$ cat src/rtl/laser_pkg.sv
// -----------------------------------------------------------------------------
// laser_pkg
// Shared definitions for the laser draw stream consumer (laser_pixel_sink).
//   SCREEN_W / SCREEN_H : visible screen size in pixels (160 x 120)
//   pixel_t             : one queued pixel {x, y, colour}
//   out_state_t         : output register state (EMPTY / FULL)
//   COL_*               : commonly used 3-bit RGB colours
//   pixel_clipped()     : off-screen test for an absolute coordinate
//   sat_inc16()         : saturating 16-bit increment for statistics
// -----------------------------------------------------------------------------
package laser_pkg;

   localparam int SCREEN_W = 160;
   localparam int SCREEN_H = 120;

   localparam logic [2:0] COL_BLACK   = 3'b000;
   localparam logic [2:0] COL_RED     = 3'b100;
   localparam logic [2:0] COL_MAGENTA = 3'b101;

   typedef struct packed {
      logic [7:0] x;
      logic [6:0] y;
      logic [2:0] colour;
   } pixel_t;

   typedef enum logic {
      OUT_EMPTY = 1'b0,
      OUT_FULL  = 1'b1
   } out_state_t;

   // Column is tested at 9 bits so base_x + add_x never wraps back on screen.
   function automatic logic pixel_clipped(input logic [8:0] abs_x,
                                          input logic [7:0] abs_y,
                                          input logic [8:0] lim_x,
                                          input logic [7:0] lim_y);
      return (abs_x >= lim_x) || (abs_y >= lim_y);
   endfunction

   function automatic logic [15:0] sat_inc16(input logic [15:0] value);
      return (value == 16'hFFFF) ? value : (value + 16'd1);
   endfunction

endpackage

$ cat src/rtl/pixel_fifo.sv
// -----------------------------------------------------------------------------
// pixel_fifo
// Small synchronous FIFO of pixel_t entries with first-word fall-through read
// data (rd_data always shows the head entry).
// Parameters:
//   DEPTH   : number of entries, power of two, 2..16
// Ports:
//   clk, reset : clock, asynchronous active-high reset (pointers/count only)
//   push       : write wr_data at the tail (ignored when full)
//   pop        : drop the head entry (ignored when empty)
//   wr_data    : pixel to write
//   rd_data    : current head pixel, valid when !empty
//   full/empty : occupancy flags derived from the registered count
//   count      : number of stored entries, 0..DEPTH
// -----------------------------------------------------------------------------
module pixel_fifo #(
   parameter int DEPTH = 4
) (
   input  logic                     clk,
   input  logic                     reset,
   input  logic                     push,
   input  logic                     pop,
   input  laser_pkg::pixel_t        wr_data,
   output laser_pkg::pixel_t        rd_data,
   output logic                     full,
   output logic                     empty,
   output logic [$clog2(DEPTH):0]   count
);
   import laser_pkg::*;

   localparam int AW = $clog2(DEPTH);
   localparam int CW = AW + 1;
   localparam logic [CW-1:0] DEPTH_C   = CW'(DEPTH);
   localparam logic [CW-1:0] CNT_ONE_C = CW'(1);
   localparam logic [AW-1:0] PTR_ONE_C = AW'(1);

   pixel_t          mem_r [DEPTH];
   logic [AW-1:0]   wr_ptr_r;
   logic [AW-1:0]   rd_ptr_r;
   logic [CW-1:0]   count_r;
   logic            push_s;
   logic            pop_s;

   assign full    = (count_r == DEPTH_C);
   assign empty   = (count_r == {CW{1'b0}});
   assign count   = count_r;
   assign push_s  = push && !full;
   assign pop_s   = pop && !empty;
   assign rd_data = mem_r[rd_ptr_r];

   // Pointer and occupancy bookkeeping; pointers wrap naturally at DEPTH.
   always_ff @(posedge clk or posedge reset) begin
      if (reset) begin
         wr_ptr_r <= {AW{1'b0}};
         rd_ptr_r <= {AW{1'b0}};
         count_r  <= {CW{1'b0}};
      end else begin
         if (push_s) begin
            wr_ptr_r <= wr_ptr_r + PTR_ONE_C;
         end
         if (pop_s) begin
            rd_ptr_r <= rd_ptr_r + PTR_ONE_C;
         end
         case ({push_s, pop_s})
            2'b10:   count_r <= count_r + CNT_ONE_C;
            2'b01:   count_r <= count_r - CNT_ONE_C;
            default: count_r <= count_r;
         endcase
      end
   end

   // Entry storage; contents are don't-care until written, so no reset.
   always_ff @(posedge clk) begin
      if (push_s) begin
         mem_r[wr_ptr_r] <= wr_data;
      end
   end

endmodule

$ cat src/rtl/laser_pixel_sink.sv
// -----------------------------------------------------------------------------
// laser_pixel_sink
// Consumer end of the laser draw stream. Each accepted request is turned into
// an absolute coordinate (base + x offset), clipped to the screen, queued in a
// pixel_fifo and drained one pixel per cycle into the VGA adapter interface
// under adapter back-pressure.
// Parameters:
//   DEPTH    : FIFO entries (power of two, 2..16)
//   SCREEN_W : columns; abs_x >= SCREEN_W is clipped
//   SCREEN_H : rows;    abs_y >= SCREEN_H is clipped
// Ports:
//   clk, reset            : clock, asynchronous active-high reset
//   base_x, base_y        : laser origin, sampled with each accepted request
//   add_x, colour_in      : column offset and colour of the requested pixel
//   write_en / in_ready   : request strobe / FIFO not full
//   x, y, colour, plot    : VGA adapter pixel interface (registered)
//   vga_ready             : adapter takes the pixel when plot && vga_ready
//   overflow              : sticky, a request arrived while in_ready was low
// Optional (macro LASER_SINK_STATS_EN):
//   plotted_cnt, clipped_cnt : saturating 16-bit event counters
// -----------------------------------------------------------------------------
module laser_pixel_sink #(
   parameter int DEPTH    = 4,
   parameter int SCREEN_W = laser_pkg::SCREEN_W,
   parameter int SCREEN_H = laser_pkg::SCREEN_H
) (
   input  logic        clk,
   input  logic        reset,
   input  logic [7:0]  base_x,
   input  logic [6:0]  base_y,
   input  logic [2:0]  add_x,
   input  logic [2:0]  colour_in,
   input  logic        write_en,
   output logic        in_ready,
   output logic [7:0]  x,
   output logic [6:0]  y,
   output logic [2:0]  colour,
   output logic        plot,
   input  logic        vga_ready,
   output logic        overflow
`ifdef LASER_SINK_STATS_EN
   ,
   output logic [15:0] plotted_cnt,
   output logic [15:0] clipped_cnt
`endif
);
   import laser_pkg::*;

   localparam int CW = $clog2(DEPTH) + 1;
   localparam logic [CW-1:0] DEPTH_C = CW'(DEPTH);
   localparam logic [8:0]    LIM_X_C = 9'(SCREEN_W);
   localparam logic [7:0]    LIM_Y_C = 8'(SCREEN_H);

   out_state_t      state_r;
   out_state_t      state_n_s;
   logic [8:0]      abs_x_s;
   logic            clipped_s;
   logic            accept_s;
   logic            push_s;
   logic            pop_s;
   pixel_t          push_px_s;
   pixel_t          head_px_s;
   logic            fifo_full_s;
   logic            fifo_empty_s;
   logic [CW-1:0]   fifo_count_s;
   logic [7:0]      x_r;
   logic [6:0]      y_r;
   logic [2:0]      colour_r;
   logic            overflow_r;

   // Readiness comes from the registered count only, so it is the pre-pop view.
   assign in_ready  = (fifo_count_s != DEPTH_C);
   assign accept_s  = write_en && in_ready;
   assign abs_x_s   = {1'b0, base_x} + {6'b000000, add_x};
   assign clipped_s = pixel_clipped(abs_x_s, {1'b0, base_y}, LIM_X_C, LIM_Y_C);
   assign push_s    = accept_s && !clipped_s;
   assign push_px_s = '{x: abs_x_s[7:0], y: base_y, colour: colour_in};

   pixel_fifo #(.DEPTH(DEPTH)) u_fifo (
      .clk     (clk),
      .reset   (reset),
      .push    (push_s),
      .pop     (pop_s),
      .wr_data (push_px_s),
      .rd_data (head_px_s),
      .full    (fifo_full_s),
      .empty   (fifo_empty_s),
      .count   (fifo_count_s)
   );

   // Output register state.
   always_ff @(posedge clk or posedge reset) begin
      if (reset) begin
         state_r <= OUT_EMPTY;
      end else begin
         state_r <= state_n_s;
      end
   end

   // Next state and pop decision; a consumed pixel is replaced in the same cycle.
   always_comb begin
      state_n_s = state_r;
      pop_s     = 1'b0;
      case (state_r)
         OUT_EMPTY: begin
            if (!fifo_empty_s) begin
               pop_s     = 1'b1;
               state_n_s = OUT_FULL;
            end else begin
               state_n_s = OUT_EMPTY;
            end
         end
         OUT_FULL: begin
            if (vga_ready) begin
               if (!fifo_empty_s) begin
                  pop_s     = 1'b1;
                  state_n_s = OUT_FULL;
               end else begin
                  state_n_s = OUT_EMPTY;
               end
            end else begin
               state_n_s = OUT_FULL;
            end
         end
         default: begin
            state_n_s = OUT_EMPTY;
         end
      endcase
   end

   // Pixel output register, loaded only when the head entry is popped.
   always_ff @(posedge clk or posedge reset) begin
      if (reset) begin
         x_r      <= 8'd0;
         y_r      <= 7'd0;
         colour_r <= COL_BLACK;
      end else if (pop_s) begin
         x_r      <= head_px_s.x;
         y_r      <= head_px_s.y;
         colour_r <= head_px_s.colour;
      end else begin
         x_r      <= x_r;
         y_r      <= y_r;
         colour_r <= colour_r;
      end
   end

   // Sticky overflow: a request was presented while the FIFO was full.
   always_ff @(posedge clk or posedge reset) begin
      if (reset) begin
         overflow_r <= 1'b0;
      end else if (write_en && fifo_full_s) begin
         overflow_r <= 1'b1;
      end else begin
         overflow_r <= overflow_r;
      end
   end

   assign x        = x_r;
   assign y        = y_r;
   assign colour   = colour_r;
   assign plot     = (state_r == OUT_FULL);
   assign overflow = overflow_r;

`ifdef LASER_SINK_STATS_EN
   logic [15:0] plotted_cnt_r;
   logic [15:0] clipped_cnt_r;

   // Saturating counters of delivered and clipped pixels.
   always_ff @(posedge clk or posedge reset) begin
      if (reset) begin
         plotted_cnt_r <= 16'd0;
         clipped_cnt_r <= 16'd0;
      end else begin
         if (plot && vga_ready) begin
            plotted_cnt_r <= sat_inc16(plotted_cnt_r);
         end
         if (accept_s && clipped_s) begin
            clipped_cnt_r <= sat_inc16(clipped_cnt_r);
         end
      end
   end

   assign plotted_cnt = plotted_cnt_r;
   assign clipped_cnt = clipped_cnt_r;
`endif

endmodule

$ cat config.mk
export PLATFORM = sky130hd
export DESIGN_NAME = laser_pixel_sink
export DESIGN_NICKNAME = d
export VERILOG_FILES = /design/src/rtl/laser_pkg.sv /design/src/rtl/pixel_fifo.sv /design/src/rtl/laser_pixel_sink.sv
export SDC_FILE = /design/constraint.sdc
export NUM_CORES = 1
export LEC_CHECK = 0
export BUFFER_PORTS_ARGS = -buffer_cell sky130_fd_sc_hd__buf_4
export CAP_MARGIN = 15
export CORE_MARGIN = 10
export CORE_UTILIZATION = 45
export DETAILED_ROUTE_END_ITERATION = 10
export GPL_ROUTABILITY_DRIVEN = 0
export PLACE_DENSITY = 0.63
export SETUP_SLACK_MARGIN = 0.1
export SLEW_MARGIN = 20
export SYNTH_ARGS = -nofsm -noshare
export SYNTH_HDL_FRONTEND = slang
export SYNTH_HIERARCHICAL = 1
export SYNTH_SLANG_ARGS = --single-unit
$ cat constraint.sdc
create_clock -name clk -period 2.33 [get_ports clk]
set_input_delay 0.466 -clock clk [delete_from_list [all_inputs] [get_ports clk]]
set_output_delay 0.466 -clock clk [all_outputs]
set_load 0.02 [all_outputs]
==> summary.md, run 1 <==
| Metric | Value |
|---|---|
| FF-to-FF Start | u_fifo/count[0]$_DFFE_PP0P_ |
| Syn_nets | roughly 250 |
| Most used DFF post-synth | edfxtp_1 |
| HPWL after detailed placement | 5110 um |
| Clock Pin Slew Worst Setup and Hold Paths | approximately 100 ps |
| Die width | between 100 and 150 um |
| CP max stage delay | 340 ps |
| Clock power share | 17.3% |
| Hold Crit Class | in -> reg |
| Diode count | 0 |
| CP max stage cell | fa_2 |
| Buf/Inv on CP | 5 |
| DP Worst Slack | -694 ps |
| Internal power | 0.00396 W |
| Clock sink total | 99 |
| GRT busiest layer | met2 |
| Critical Path RT | around 2600 ps |
| CP Max Fanout | 2 |
| Adder-cell share of the synthesized area | 3.45% |
| Main combinational cell family by area after synthesis | multiplexers |
| First-pass GRT wire length | around 12000 um |
| Commonest non-fill, non-tap cell in the layout | edfxtp_1 |
| CTS HTree Levels | 3 |
| Pins Over Slew Limit | 0 |
| Placed Area | 0.00480 mm^2 |
| Simple-Gate Fraction of Synth Area | 3.84% |
| Worst Max-Slew Pin Slew | 414 ps |
| Number of synthesized flops with an enable pin | between 70 and 80 |
| Outcome | finished, violations left |
| Initial core utilization | 46.4% |
| Worst hold path depth | 1 |
| CTS tree | built |
| Reg power frac | 43.6% |
| Post-synthesis xor/xnor area fraction | 2.37% |
| Cells after Synth | 217 |
| Setup TNS | -14760 ps |
| Via count | between 2000 and 2500 |
| Overflow after GRT | 0 |
| Fraction of layout cells with a size suffix above 1 | around half |
| Clk root buf | clkbuf_8 |
| Die outline area | 0.0132 mm^2 |
| Worst VDD drop | 0.000516 V |
| Largest net degree at the start of global routing | 21 |
| IO buf count | 45 |
| Mapped Area | 0.00407 mm^2 |
| Clock Latency Late Sink | 350 ps |
| Hold Path Sink | u_fifo/mem_r[0][5]$_DFFE_PP_ |
| Critical path type | in -> reg |
| Setup ws final | -248 ps |
| # rows | 34 |
| Critical Path Most Common Cell | inv_2 |
| Syn avg cell area | 18.7 um^2 |
| Critical path endpoint category | flip-flop |
| Flop2flop setup slack | 210 ps |
| Total of warnings raised by yosys | 6 |
| Post-synthesis cell type count | 36 |
| Via density | 5.15 |
| Pwr dens | 1100 mW/mm^2 |
| RSZ-0062 raised after global routing | true |
| # IOs | 46 |
| Synth Area in Compound Gates | between 2 and 3% |
| Count of final setup violators | 75 |
| # DRC | 0 |
| Crit path max-delay family | adder cells |
| RR Endpoint | u_fifo/count[2]$_DFFE_PP0P_ |
| Deepest clock path buffer count | 2 |
| Die Y-Extent | approximately 120 um |
| Final Hold Fails | 0 |
| Starting DRT DRC Count | 71 |
| Area growth from synthesis to layout | 28.6% |
| Worst-path cell chain | buf_6 > ha_4 > inv_2 > fa_2 > inv_2 > a31oi_1 > o21a_1 > o22ai_2 > o2111ai_2 > a311oi_2 > nor2b_4 > inv_2 > ha_4 > inv_2 > fa_2 > xor2_1 > nor2_1 > xor2_1 |
| Total wire length | 7630 um |
| Switching power | 0.00182 W |
| Met2 Track Usage GR | 19.5% |
| Switching share of power | about a third |
| Crit path DAT | about 2800 ps |
| Num CTS Buffers | 9 |
| Fin area | 0.00523 mm^2 |
| Mux contribution to synthesized area | 15.6% |
| WHS | 306 ps |
| Fmax | slightly below 400 MHz |
| Vias in the first global route | 2284 |
| Global Route Usage Sum | between 10% and 20% |
| Min Clock Period, post-route | 2580 ps |
| R2R cell count | 12 |
| Hold Crit Start | base_y[2] |
| Placed Instances | 390 |
| Violated checks | negative setup slack |
| Core Box Area | around 0.0088 mm^2 |
| Slew HR | 72.3% |
| Non-Filler Instances | 418 |
| WL/cell | 18.3 um |
| Yosys reg bits | 99 |
| Commonest non-fill, non-tap cells in the layout | 72 x edfxtp_1, 65 x buf_4, 27 x dfrtp_1, 18 x mux2_2, 18 x mux4_2 |
| Worst Skew | 15.5 ps |
| Combinational fraction of design power | 39.1% |
| Met1 Track Usage GR | 13.4% |
| Max-cap violations | 0 |
| Detail Route Antenna Nets | 0 |
| Fin nets | 340 |
| Met3 Use GR | 4.43% |
| Antenna violations before repair | 0 |
| Worst setup SP type | input pin |
| Layout filler cell count | 675 |
| Pre-antenna DRT Iters | 4 |
| Sequential share of the synthesized area | a little over two thirds |
| Final worst path period share | 111% |
| P_leak | 2.00 nW |
| Asr flop ratio synth | 27.3% |
-- sequential cells by signal (all words and copies together), names as in the netlist --
signal           cells
colour               3
overflow             1
x                    8
y                    7
u_fifo/rd_ptr_r      2
u_fifo/mem_r        72
u_fifo/count         3
u_fifo/wr_ptr_r      2
plot                 1
-- layer usage --
layer / routed length, um / vias up
met5: 0 / -
met4: 74 / 0
met3: 438 / 6
met2: 3970 / 51
met1: 3150 / 1091
li1: - / 1003
-- cell families after synthesis --
logic type | count (synthesis)
AOI/OAI and AO/OA | 13
xor gates and xnor gates | 11
adders and majority gates | 10
buffers and inverters | 21
DFF | 99
muxes | 38
and+or+nand+nor | 25
-- per-stage QoR --
step / util (%) / total power [W]
5_1_grt: 59.7 / 0.00613
6_report: 59.7 / 0.00578
2_1_floorplan: - / 0.00394
4_1_cts: 57.9 / 0.00579
3_5_place_dp: 54.8 / 0.00471
3_3_place_gp: 54.8 / 0.00465
-- cell type report --
cell class | count | area, um^2 | share of cell area (%)
sequential | 99 | 2840 | 54.3
multi-input combinational | 97 | 1210 | 23.2
timing repair buffer | 82 | 802 | 15.3
tap | 108 | 135 | 2.58
clock buffer | 9 | 124 | 2.37
clock inverter | 7 | 60.1 | 1.15
inverter | 16 | 60.1 | 1.15
-- power groups by stage --
stage / Sequential, W / Combinational, W / Clock (W)
2_1_floorplan: 0.00274 / 0.00120 / 0
3_3_place_gp: 0.00254 / 0.00211 / 0
3_5_place_dp: 0.00256 / 0.00215 / 0
4_1_cts: 0.00252 / 0.00222 / 0.00105
5_1_grt: 0.00257 / 0.00246 / 0.00111
6_report: 0.00252 / 0.00226 / 0.00100
-- timing repair --
item,CTS,global route
setup endpoints to repair,76,77
endpoints found under the hold margin,1,0
hold buffers,1,0
buffers inserted,4,2
resized for setup,10,5
gates cloned,1,4
pin swaps,12,7
-- how the worst max path moves through the flow --
stage          slack [ps]  depth (start not counted)      start                          end
4_1_cts              -250                         18   add_x[0]  u_fifo/count[2]$_DFFE_PP0P_
3_3_place_gp         -660                         18  base_x[0]  u_fifo/count[2]$_DFFE_PP0P_
3_5_place_dp         -690                         18  base_x[0]  u_fifo/count[2]$_DFFE_PP0P_
5_1_grt              -350                         18   add_x[0]  u_fifo/count[2]$_DFFE_PP0P_
2_1_floorplan        -540                         17  base_x[0]  u_fifo/count[2]$_DFFE_PP0P_
6_report             -250                         18   add_x[0]  u_fifo/count[2]$_DFFE_PP0P_
-- synth_stat cells (2+ instances only) --
library cell	instances	share of area (%)
inv_1	16	1.5
mux4_2	18	10
fa_1	2	0.98
ha_1	8	2.5
buf_4	3	0.55
mux2_2	18	5.0
and2_2	4	0.74
dfrtp_1	27	17
edfxtp_1	72	53
xor2_1	4	0.86
a21o_1	3	0.55
nor2_1	4	0.37
o21ai_0	2	0.25
xnor2_1	7	1.5
nand2_1	5	0.46
buf_2	2	0.25
nand4_1	3	0.46
Note: power is estimated with default switching activity, not from simulation.
==> run 2: changes to the inputs <==
--- a/config.mk
+++ b/config.mk
@@ -5,6 +5,7 @@
 export SDC_FILE = /design/constraint.sdc
 export NUM_CORES = 1
 export LEC_CHECK = 0
+export ABC_AREA = 1
 export BUFFER_PORTS_ARGS = -buffer_cell sky130_fd_sc_hd__buf_4
 export CAP_MARGIN = 15
 export CORE_MARGIN = 10
==> summary.md, run 2 <==
| Metric | Value |
|---|---|
| CP max stage cell | fa_2 |
| Synth top area cells | edfxtp_1 49%, dfrtp_1 15%, nand2_1 12%, inv_1 5.2%, o211ai_1 5.1% |
| IO buf count | 45 (unchanged) |
| Worst VDD drop | 0.000571 V (+11%) |
| Global Route Usage Sum | 12.0% (+0.40 points) |
| Switching power | 0.00230 W (+26%) |
| CTS tree | built |
| Yosys reg bits | 99 (unchanged) |
| Clock power share | 18.3% (+1.0 points) |
| RSZ-0062 raised after global routing | true |
| Fin area | 0.00538 mm^2 (+2.9%) |
| Flop2flop setup slack | 220 ps (about the same) |
| Pwr dens | 1140 mW/mm^2 (+3.3%) |
| Area growth from synthesis to layout | 21.3% |
| Post-synth top area cell | edfxtp_1 |
| # rows | 36 (+5.9%) |
| Post-synthesis cell type count | 24 (-33%) |
| Antenna violations before repair | 0 (unchanged) |
| CP Max Fanout | 3 (+1) |
| P_leak | 2.40 nW (+20%) |
| Detail Route Antenna Nets | 0 (unchanged) |
| Most common cell in the netlist | nand2_1 |
| Slew HR | 71.9% (-0.39 points) |
| Setup ws final | 129 ps (+377 ps) |
| Most instantiated cells after synthesis | 140 x nand2_1, 72 x edfxtp_1, 62 x inv_1 |
| Crit path max-delay family | adder cells |
| Combinational fraction of design power | 40.9% (+1.8 points) |
| Critical path type | in -> reg |
| Commonest non-fill, non-tap cell in the layout | nand2_1 |
| Placed Area | 0.00513 mm^2 (+6.9%) |
| Non-Filler Instances | 611 (+46%) |
| Total wire length | 8280 um (+8.5%) |
| Fmax | 454 MHz (+17%) |
| CTS HTree Levels | 3 (unchanged) |
| Deepest clock path buffer count | 2 (unchanged) |
| Diode count | 0 (unchanged) |
| Die Y-Extent | 119 um (+3.7%) |
| Vias in the first global route | 2812 (+23%) |
| Mapped Area | 0.00444 mm^2 (+9.0%) |
| Count of final setup violators | 0 (-100%) |
| Num CTS Buffers | 9 (unchanged) |
| Internal power | 0.00384 W (-3.0%) |
| Critical Path RT | 2580 ps (about the same) |
| Hold Crit Class | in -> async |
| Syn_nets | 440 (+75%) |
| Starting DRT DRC Count | 165 (+130%) |
| Crit path DAT | 2450 ps (-370 ps) |
| Initial core utilization | 45.8% (-0.62 points) |
| Largest Register | u_fifo/mem_r |
| Overflow after GRT | 0 (unchanged) |
| Total of warnings raised by yosys | 6 (unchanged) |
| Largest register FFs | 72 (unchanged) |
| Min Clock Period, post-route | 2200 ps (-377 ps) |
| Switching share of power | 37.4% (+5.9 points) |
| Buf/Inv on CP | 6 (+1) |
| Outcome | finished clean |
| Pins Over Slew Limit | 0 (unchanged) |
| Worst Max-Slew Pin Slew | 420 ps (+6.57 ps) |
| First-pass GRT wire length | 13700 um (+16%) |
| Worst-path cell chain | buf_6 > ha_4 > inv_2 > fa_2 > inv_2 > nand2_2 > nand2_2 > buf_6 > nand3_2 > nand4_1 > a21oi_4 > nand2_4 > ha_4 > inv_4 > fa_2 > inv_1 > nand2_1 > nand4_1 > nand2_1 |
| # DRC | 0 (unchanged) |
| Area share of the largest cell type after synthesis | 48.7% (-4.4 points) |
| Fraction of layout cells with a size suffix above 1 | 26.4% (-25 points) |
| Via density | 4.65 (-9.7%) |
| HPWL after detailed placement | 5890 um (+15%) |
| Worst Skew | 9.98 ps (-5.56 ps) |
| Most used DFF post-synth | edfxtp_1 |
| CP max stage delay | 390 ps (+50 ps) |
| Final worst path period share | 94.5% (-16 points) |
| Die width | 119 um (+3.7%) |
| Sequential share of the synthesized area | 64.0% (-5.8 points) |
| Worst path depth | 19 (+1) |
| Max-cap violations | 0 (unchanged) |
| Largest net degree at the start of global routing | 53 (+150%) |
| Utilization after layout | 55.6% (-4.1 points) |
| Via count | 2839 (+32%) |
| Clk root buf | clkbuf_8 |
| WL/cell | 13.5 um (-26%) |
| # IOs | 46 (unchanged) |
| Layout filler cell count | 867 (+28%) |
| Hold buffers post-CTS | 0 (-1) |
| Critical path endpoint category | flip-flop |
| DP Worst Slack | -309 ps (+386 ps) |
| Commonest non-fill, non-tap cells in the layout | 137 x nand2_1, 72 x edfxtp_1, 62 x buf_4, 59 x inv_1, 30 x o211ai_1 |
| R2R cell count | 13 (+1) |
| Clock Latency Late Sink | 350 ps (about the same) |
| Syn avg cell area | 11.0 um^2 (-42%) |
| Asr flop ratio synth | 27.3% (unchanged) |
| Fin nets | 508 (+49%) |
| Reg power frac | 40.7% (-2.9 points) |
| Core Box Area | 0.00968 mm^2 (+11%) |
| Number of synthesized flops with an enable pin | 72 (unchanged) |
| Clock sink total | 99 (unchanged) |
| Clock Pin Slew Worst Setup and Hold Paths | 90 ps (about the same) |
| Cells after Synth | 405 (+87%) |
| Pre-antenna DRT Iters | 4 (unchanged) |
| Placed Instances | 594 (+52%) |
| Worst setup SP type | input pin |
| Final Hold Fails | 0 (unchanged) |
| Die outline area | 0.0142 mm^2 (+7.4%) |
==> run 2: cell types whose count changed after synthesis, moves of 6 or more <==
cell      change
buf_6         +8
inv_1        +46
inv_2         +6
mux2_2       -18
mux4_2       -18
nand2_1     +135
nand2_2       +6
nand3_1       +8
o211ai_1     +30
o211ai_2      +6
==> run 2: area by class of cell <==
cell class / count / area, um^2 / area share [%]
sequential: 99 / 2840 / 52.7
timing repair buffer: 70 / 599 / 11.1
clock buffer: 12 / 156 / 2.91
tap: 133 / 166 / 3.09
clock inverter: 4 / 48.8 / 0.907
inverter: 68 / 258 / 4.79
multi-input combinational: 225 / 1320 / 24.4
==> run 2: per-stage QoR <==
| step | hold slack, ps | setup TNS (ps) | total power [W] |
|---|---|---|---|
| final | 46.2 | 0 | 0.00614 |
| after global routing | 44.8 | 0 | 0.00660 |
| after CTS | 34.3 | 0 | 0.00617 |
| after detailed placement | 433 | -15760 | 0.00505 |
| after global placement | 426 | -13380 | 0.00498 |
| after floorplan | 269 | -3440 | 0.00430 |
==> run 2: per-layer routing <==
layer	vias to the layer above	GRT usage [%]	part of all wire, %
li1	1457	-	-
met1	1307	14.6	44
met2	68	19.9	49
met3	7	2.74	5.6
met4	0	5.19	1.3
met5	-	0	0
==> run 2: timing repair <==
| action | 4_1_cts | 5_1_grt |
|---|---|---|
| setup buffers | 0 | 1 |
| pin swaps | 1 | 9 |
| setup endpoints to repair | 1 | 72 |
| gates resized for setup | 0 | 12 |
| gates cloned | 0 | 0 |
==> run 2: cell families after synthesis <==
kind of cell | Yosys count | share of synthesized area [%]
AO/OA/AOI/OAI | 40 | 7.45
XOR/XNOR | 4 | 0.790
buffers and inverters | 81 | 8.58
adder cells (fa/ha/maj) | 10 | 3.16
AND/OR/NAND/NOR | 171 | 16.1
flip-flops | 99 | 64.0
==> run 2: power by group through the flow <==
stage | clock (W) | sequential [W] | combinational (W)
finish | 0.00113 | 0.00250 | 0.00251
global route | 0.00121 | 0.00254 | 0.00285
detailed placement | 0 | 0.00254 | 0.00251
global placement | 0 | 0.00253 | 0.00245
floorplan | 0 | 0.00272 | 0.00158
CTS | 0.00116 | 0.00250 | 0.00251
==> run 2: path summary, 6_finish.rpt <==
kind / from / end
max: add_x[0] / u_fifo/count[2]$_DFFE_PP0P_
min: reset / u_fifo/count[0]$_DFFE_PP0P_
max reg2reg: u_fifo/count[2]$_DFFE_PP0P_ / u_fifo/count[2]$_DFFE_PP0P_
min reg2reg: overflow$_DFFE_PP0P_ / overflow$_DFFE_PP0P_
max in group asynchronous: reset / y[0]$_DFFE_PP0P_
min in group clk: base_y[2] / u_fifo/mem_r[0][5]$_DFFE_PP_
